[config.mk]
export PLATFORM = sky130hd
export DESIGN_NAME = stack_ctrl
export DESIGN_NICKNAME = d
export VERILOG_FILES = /design/src/rtl/stack_ctrl.sv
export SDC_FILE = /design/constraint.sdc
export NUM_CORES = 1
export LEC_CHECK = 0
export CORE_ASPECT_RATIO = 0.8
export CORE_MARGIN = 2
export CORE_UTILIZATION = 45
export DETAILED_ROUTE_END_ITERATION = 10
export GPL_ROUTABILITY_DRIVEN = 0
export PLACE_DENSITY_LB_ADDON = 0.12
export SLEW_MARGIN = 20
export SYNTH_ARGS = -nofsm -noshare
export SYNTH_HDL_FRONTEND = slang
export SYNTH_SLANG_ARGS = --single-unit
[constraint.sdc]
create_clock -name i_clk -period 9.5 [get_ports i_clk]
set_input_delay 1.425 -clock i_clk [delete_from_list [all_inputs] [get_ports i_clk]]
set_output_delay 1.425 -clock i_clk [all_outputs]
set_load 0.005 [all_outputs]
[src/rtl/stack_ctrl.sv]
// stack_ctrl: parametrised LIFO stack with count/flags, overflow/underflow pulses; STACK_CTRL_PEEK_EN adds a registered peek port
module stack_ctrl #(
  parameter int WIDTH      = 18,
  parameter int DEPTH_LOG2 = 4,
  parameter int WRAP       = 1
) (
  input  logic                  i_clk,
  input  logic                  i_rst,
  input  logic                  i_push,
  input  logic                  i_pop,
  input  logic [WIDTH-1:0]      i_data,
`ifdef STACK_CTRL_PEEK_EN
  input  logic [DEPTH_LOG2-1:0] i_peek_idx,
  output logic [WIDTH-1:0]      o_peek_data,
`endif
  output logic [WIDTH-1:0]      o_data,
  output logic                  o_valid,
  output logic [DEPTH_LOG2:0]   o_count,
  output logic                  o_empty,
  output logic                  o_full,
  output logic                  o_ovf,
  output logic                  o_unf
);
  localparam int DEPTH = 1 << DEPTH_LOG2;
  localparam logic [DEPTH_LOG2:0] depth_c = (DEPTH_LOG2+1)'(DEPTH);
  logic [WIDTH-1:0] mem [DEPTH];
  logic [DEPTH_LOG2-1:0] ptr, tos, wr_addr;
  logic do_pop, do_push, wr_en;
  assign tos     = ptr - 1'b1;
  assign o_empty = o_count == '0;
  assign o_full  = o_count == depth_c;
  assign do_pop  = i_pop && !o_empty;
  assign do_push = i_push && !do_pop;
  assign wr_en   = i_push && (do_pop || !o_full || WRAP != 0);
  assign wr_addr = do_pop ? tos : ptr;
  always_ff @(posedge i_clk)
    if (!i_rst && wr_en) mem[wr_addr] <= i_data;
  always_ff @(posedge i_clk) begin
    if (i_rst) begin
      ptr     <= '0;
      o_count <= '0;
      o_data  <= '0;
      o_valid <= 1'b0;
      o_ovf   <= 1'b0;
      o_unf   <= 1'b0;
    end else begin
      ptr     <= (do_pop && !i_push) ? tos : (do_push && (!o_full || WRAP != 0)) ? ptr + 1'b1 : ptr;
      o_count <= (do_pop && !i_push) ? o_count - 1'b1 : (do_push && !o_full) ? o_count + 1'b1 : o_count;
      o_data  <= do_pop ? mem[tos] : o_data;
      o_valid <= do_pop;
      o_ovf   <= i_push && !i_pop && o_full;
      o_unf   <= i_pop && o_empty;
    end
  end
`ifdef STACK_CTRL_PEEK_EN
  always_ff @(posedge i_clk)
    o_peek_data <= i_rst ? '0 : mem[tos - i_peek_idx];
`endif
endmodule

==> results of run 1 <==
[through the flow]
step	instances	power [W]	instance area, µm²	setup slack, ns
final	1109	0.00439	15000	5.12
after global routing	1109	0.00458	15000	4.87
after CTS	1109	0.00443	15000	5.20
after detailed placement	1048	0.00312	13900	4.67
after global placement	1036	0.00309	13700	4.68
after floorplan	646	0.00264	12700	5.29
[metal layers]
layer  share of wire, %  GRT usage, %
met3                6.1          4.59
met5                  0             0
met1                 48          31.4
met2                 45          29.2
met4                1.7          5.16
[worst max-delay path, cell delays in order]
cell and delay (ns):
sky130_fd_sc_hd__clkdlybuf4s50_1 0.63, sky130_fd_sc_hd__inv_1 0.17, sky130_fd_sc_hd__a21oi_1 0.44, sky130_fd_sc_hd__ha_1 0.74
sky130_fd_sc_hd__xor2_1 0.20, sky130_fd_sc_hd__ha_1 0.21, sky130_fd_sc_hd__a21oi_1 0.07, sky130_fd_sc_hd__a2111oi_0 0.48
sky130_fd_sc_hd__a21oi_1 0.11, sky130_fd_sc_hd__mux2_2 0.31
[cell families (layout without fill, tap and decap cells)]
logic type | count (synthesis) | after routing
buf+inv | 51 | 150
compound gates | 68 | 68
xor+xnor | 6 | 6
simple gates | 85 | 85
flops | 318 | 318
fa+ha+maj | 7 | 7
mux | 111 | 111
[registers in the layout, indices dropped and copies added (netlist names)]
| signal | cells |
|---|---|
| o_valid | 1 |
| o_ovf | 1 |
| o_count | 5 |
| ptr | 4 |
| mem | 288 |
| o_data | 18 |
| o_unf | 1 |
[cell usage in the layout (no fill, tap or decap), drive strengths merged, types with 3 or more instances in the layout]
master         synthesis  final
a31oi                  4      4
ha                     7      7
or4                    3      3
nor2b                  3      3
a21o                   3      3
a211oi                 9      9
dfxtp                 30     30
clkinv                 0      9
inv                   12     14
nor4                   3      3
clkdlybuf4s50          0     49
xor2                   4      4
clkbuf                13     45
a21oi                  8      8
o21ai                  6      6
nor3                  48     48
a2111oi                5      5
bufinv                 0      4
mux2i                 38     38
edfxtp               288    288
mux4                  72     72
nand2                  4      4
a211o                 18     18
buf                   26     28
nor2                  10     10
[power by group]
part	switching, W	leakage [nW]	internal, W	total [W]
clock	0.000517	0.534	0.000794	0.00131
sequential	0.0000902	2.84	0.00164	0.00173
combinational	0.000763	1.51	0.000583	0.00135
total	0.00137	4.88	0.00302	0.00439
[worst max-delay path by stage]
stage                 end  slack (ns)   start
3_5_place_dp   o_count[2]        4.67   i_pop
5_1_grt        o_count[2]        4.87   i_pop
3_3_place_gp   o_count[2]        4.68   i_pop
2_1_floorplan  mem[13][0]        5.29  ptr[0]
4_1_cts        o_count[2]        5.20   i_pop
6_report       o_count[2]        5.12   i_pop
[area by class of cell]
class | count | area, µm² | share of cell area (%)
clock buffers | 45 | 923 | 6.17
flip-flops and latches | 318 | 9250 | 61.8
multi-input cells | 277 | 3340 | 22.3
clock inverters | 16 | 181 | 1.21
repair buffers | 77 | 772 | 5.16
inverters | 12 | 45.0 | 0.301
well taps | 364 | 455 | 3.04
==> metrics, run 1 <==
power per cell area roughly 290 nW/µm²; EDFF count, synth ~290; max capacitance violation total 0; predominant post-synthesis flop cell sky130_fd_sc_hd__edfxtp_1; post-synthesis sequential element count approximately 320; Fillers between 2k and 2.5k; worst min-delay path class flip-flop to flip-flop; Min-Delay Endpoint o_data[14]; CTS root buf sky130_fd_sc_hd__clkbuf_16; area fraction in and, or, nand and nor cells after synthesis approximately 3.8%; nets@finish 749; worst slew margin relative to its limit 31.2%; Row Count 54; H-tree depth 2; share of Yosys cell area claimed by the top area cell type between 60% and 70%; Mean Syn Cell Area around 20 µm²; Reg-to-Reg End mem[9][1]; Antenna Diode Count 0; Crit Path Max Fanout 24; category of the critical setup timing path primary input to flip-flop; worst reg-to-reg setup slack slightly below 6 ns; Finish-stage setup viols 0; share of synthesized area spent on multiplexers between 15 and 20%; unrepaired setup endpoints after global routing no; Mapped Cells about 650; initial standard-cell utilization of the core roughly 46%; peak supply drop 182 µV; Worst Setup End Kind flip-flop; synthesis-to-layout area growth 18.2%; summed instance area of the synthesized netlist roughly 13000 µm²; largest family of logic cells by synthesized area multiplexers; clock transition time at the flip-flop clock pins of the worst setup and hold paths approximately 0.060 ns; xor/xnor cell area share of the yosys netlist less than 1%; horizontal die dimension 192 µm; Lkg Pwr 4.88 nW; clk_lat worst skew approximately 0.51 ns; detailed-placement wirelength estimate ~17 mm; routed length per instance around 26 µm; post_cts resized 0; post-detailed-route DRC marker count 0; sink count of the clock tree 318; crit path launch type primary input; cell depth of the worst hold path 1; number of buffers inserted during clock tree synthesis 34; via count around 6.5k; grt total ovfl 0; area enclosed by the die boundary 29500 µm²; post-route ant nets 0; number of primary I/O pins 50; Final Hold Violating Endpoints 0; CTS tree yes; share of final-layout standard cells stronger than drive strength 1 23.2%; async set-reset flop share out of synthesis 0%; DR iter-0 viols 532; Setup Skew ~0.016 ns; number of buffer cells added on primary ports between 40 and 50; core area ~27000 µm²; sequential share of the synthesized area about three quarters; number of global-route vias before repair 6583; post-synth cell types 50; YS warnings 0; worst reg2reg path startpoint ptr[0]; run status finished, final reports clean; Worst-Margin Slew between 1 and 1.5 ns; arrival time worst endpoint ~4.8 ns; worst hold margin approximately 0.47 ns; Total GRT Usage slightly above 20%; highest clock rate roughly 0.23 GHz; startpoint of the tightest hold check path o_data[14]; final setup TNS 0 ns; die boundary height around 150 µm; Initial DRT Pass Iterations 4; Required @ worst endpoint between 9 and 10 ns; Max clock buf depth 3; number of hold-repair buffers added at the cts stage 0; post-synthesis cell type with the largest combined area sky130_fd_sc_hd__edfxtp_1; number of max-slew violations in the final report 0; worst-case reg-to-reg path depth 7; pin count of the biggest net entering global routing 73; global-route wire length before repair roughly 44 mm; post-synthesis adder-cell area fraction less than 1%; most frequent cell after synthesis sky130_fd_sc_hd__edfxtp_1; final routed wirelength across all metal layers a little under 30 mm; Net Count, Synth slightly below 700; Synth Area in Compound Gates between 4 and 5%; number of antenna violations at the first check in global routing 0; leading post-synthesis cells by cell area sky130_fd_sc_hd__edfxtp_1 (68%), sky130_fd_sc_hd__mux4_2 (13%), sky130_fd_sc_hd__dfxtp_1 (4.7%); DR vias/cell 5.87; Finished Core Util about 54%; Post-CTS Setup Repair Bufs 0; share of the clock period used by the worst path 46.1%; leading cell types by count after synthesis sky130_fd_sc_hd__edfxtp_1 (288), sky130_fd_sc_hd__mux4_2 (72), sky130_fd_sc_hd__nor3_1 (47); shortest clock period the worst path allows after layout 4.38 ns
Power figures use the tool's default switching activity.
==> run 2: changes to the inputs <==
==> constraint.sdc (replaced) <==
create_clock -name i_clk -period 3.6 [get_ports i_clk]
set_input_delay 0.54 -clock i_clk [delete_from_list [all_inputs] [get_ports i_clk]]
set_output_delay 0.54 -clock i_clk [all_outputs]
set_load 0.005 [all_outputs]
==> run 2 against run 1 <==
Worst setup slack got worse by 4.6 ns. Largest cell class unchanged. Cell area increased by 0.54%. Worst hold slack got worse by 0.0023 ns. Clock-buffer cell count increased by 1. Clock skew decreased by 0.0051 ns. Die area unchanged. Largest power group unchanged. Via count decreased by 0.15%. Register-to-register slack got worse by 5.3 ns. Global-route usage decreased by 0.57 points.
==> metrics, run 2 (synthesized netlist as in run 1, its figures left out) <==
run status finished, final reports clean; Lkg Pwr 4.97 nW (+1.9%); final routed wirelength across all metal layers 28.0 mm (-3.2%); Setup Skew 0.0113 ns (-0.00511 ns); share of the clock period used by the worst path a little under nine tenths; H-tree depth 2 (unchanged); Max clock buf depth 3 (unchanged); number of global-route vias before repair 6704 (+1.8%); Crit Path Max Fanout 75 (+210%); sink count of the clock tree 318 (unchanged); number of antenna violations at the first check in global routing 0 (unchanged); highest clock rate 0.325 GHz; DR iter-0 viols 537 (+0.94%); routed length per instance 25.0 µm (-4.3%); number of buffer cells added on primary ports 49 (unchanged); core area 27500 µm² (unchanged); number of hold-repair buffers added at the cts stage 0 (unchanged); worst reg2reg path startpoint ptr[1]; number of max-slew violations in the final report 0 (unchanged); slowest stage cell, crit path sky130_fd_sc_hd__a31oi_1; number of stages on the worst setup path 7 (-3); Initial DRT Pass Iterations 5 (+1); crit path buf inv count 3 (+1); synthesis-to-layout area growth 18.8%; post-route ant nets 0 (unchanged); initial standard-cell utilization of the core 46.1% (unchanged); post_cts resized 0 (unchanged); CTS tree yes; grt total ovfl 0 (unchanged); clk_lat worst skew 0.51 ns (about the same); Finish-stage setup viols 0 (unchanged); worst min-delay path class flip-flop to flip-flop; arrival time worst endpoint 3.30 ns (-1.47 ns); share of final-layout standard cells stronger than drive strength 1 25.1% (+1.8 points); Tot Pwr 0.0115 W (+160%); commonest non-fill, non-tap cell in the layout sky130_fd_sc_hd__edfxtp_1; crit path launch type flip-flop; top library cells by usage in the layout, fill and taps aside sky130_fd_sc_hd__edfxtp_1 (288), sky130_fd_sc_hd__mux4_2 (72), sky130_fd_sc_hd__clkdlybuf4s50_1 (49), sky130_fd_sc_hd__nor3_1 (39), sky130_fd_sc_hd__mux2i_1 (38); Worst Setup End Kind flip-flop; detailed-placement wirelength estimate 15.9 mm (-7.7%); Required @ worst endpoint 3.82 ns (-6.07 ns); Reg-to-Reg End mem[3][17]; Total GRT Usage 19.8% (-0.57 points); number of buffers inserted during clock tree synthesis 34 (unchanged); via count 6501 (-0.15%); critical-path cell list inv_1 -> ha_4 -> buf_12 -> a2111oi_0 -> a31oi_1 -> nor3_4 -> buf_4; worst-case reg-to-reg path depth 7 (unchanged); Worst-Margin Slew 1.06 ns (+0.0379 ns); max capacitance violation total 0 (unchanged); Critical Path Source ptr[1]; nets@finish 762 (+1.7%); register with the most flip-flops mem; number of primary I/O pins 50 (unchanged); die boundary height 154 µm (unchanged); CTS root buf sky130_fd_sc_hd__clkbuf_16; peak supply drop 989 µV (+440%); Row Count 54 (unchanged); power per cell area 761 nW/µm² (+160%); worst slew margin relative to its limit 28.7% (-2.5 points); Antenna Diode Count 0 (unchanged); flip-flop count of the largest register, all copies and words added 288 (unchanged); horizontal die dimension 192 µm (unchanged); pin count of the biggest net entering global routing 76 (+4.1%); DR vias/cell 5.79 (-1.3%); global-route wire length before repair 42.7 mm (-2.1%); post-detailed-route DRC marker count 0 (unchanged); worst hold margin 0.464 ns (-0.00235 ns); unrepaired setup endpoints after global routing no; worst setup path endpoint mem[3][17]; cell type group with the largest total delay on the critical path compound AO/OA/AOI/OAI gates; Top Registers mem x288, o_data x18, o_count x5; clock transition time at the flip-flop clock pins of the worst setup and hold paths 0.06 ns (about the same); category of the critical setup timing path flip-flop to flip-flop; worst reg-to-reg setup slack 0.52 ns (-5.30 ns); Post-CTS Setup Repair Bufs 0 (unchanged); worst stage delay on the critical path 0.81 ns (+0.07 ns); area enclosed by the die boundary 29500 µm² (unchanged); shortest clock period the worst path allows after layout a little over 3 ns; Final Hold Violating Endpoints 0 (unchanged)
==> run 2: changes by cell type in the layout (fill, tap and decap cells not counted), moves of 5 or more <==
| cell | previous run | this run |
|---|---|---|
| sky130_fd_sc_hd__nor3_4 | 0 | 6 |
| sky130_fd_sc_hd__nor3_2 | 9 | 3 |
| sky130_fd_sc_hd__clkinv_2 | 2 | 7 |
| sky130_fd_sc_hd__buf_4 | 14 | 35 |
| sky130_fd_sc_hd__buf_6 | 9 | 0 |
==> run 2: cell type report <==
class,instances,area [µm²]
Inverter,12,45.0
Timing Repair Buffer,90,876
Sequential cell,318,9250
Tap cell,364,455
Multi-Input combinational cell,277,3380
Clock buffer,46,937
Fill cell,2083,12400
Clock inverter,15,108
==> run 2: power by group <==
group	switching [W]	total (W)	leakage [nW]	internal (W)
Combinational	0.00205	0.00369	1.62	0.00164
Sequential	0.000173	0.00450	2.84	0.00432
Clock	0.00137	0.00327	0.507	0.00190
Total	0.00358	0.0115	4.97	0.00787
==> run 2: worst min-delay path by stage <==
| stage | startpoint | end | slack, ns | cells past startpoint |
|---|---|---|---|---|
| after floorplan | o_data[0] | o_data[0] | 0.46 | 1 |
| after global placement | o_data[9] | o_data[9] | 0.44 | 1 |
| after detailed placement | o_data[9] | o_data[9] | 0.46 | 1 |
| after CTS | o_data[11] | o_data[11] | 0.47 | 1 |
| after global routing | o_data[9] | o_data[9] | 0.49 | 1 |
| final | o_data[11] | o_data[11] | 0.46 | 1 |
==> run 2: through the flow <==
| step | TNS [ns] | worst slack, ns | cells | area (µm²) | utilization, % |
|---|---|---|---|---|---|
| final | 0 | 0.519 | 1122 | 15100 | 54.7 |
| after detailed placement | 0 | 0.322 | 1060 | 14000 | 50.8 |
| after floorplan | -39.72 | -0.572 | 646 | 12700 | - |
| after CTS | 0 | 0.545 | 1121 | 15000 | 54.6 |
| after global routing | 0 | 0.329 | 1122 | 15100 | 54.7 |
| after global placement | 0 | 0.397 | 1059 | 14000 | 50.8 |
==> run 2: per-layer routing <==
| metal | global-route usage [%] | wire (µm) | vias to the layer above |
|---|---|---|---|
| met5 | 0 | 0 | - |
| met4 | 4.84 | 442 | 0 |
| met2 | 30.7 | 13500 | 175 |
| li1 | - | - | 2860 |
| met1 | 29.8 | 13000 | 3419 |
| met3 | 2.62 | 1140 | 47 |
==> run 2: worst reg2reg max path, stage by stage (launching register included) <==
cell and delay (ns):
sky130_fd_sc_hd__dfxtp_1 0.56, sky130_fd_sc_hd__inv_1 0.21, sky130_fd_sc_hd__ha_4 0.34, sky130_fd_sc_hd__buf_12 0.38, sky130_fd_sc_hd__a2111oi_0 0.15, sky130_fd_sc_hd__a31oi_1 0.81, sky130_fd_sc_hd__nor3_4 0.06, sky130_fd_sc_hd__buf_4 0.27
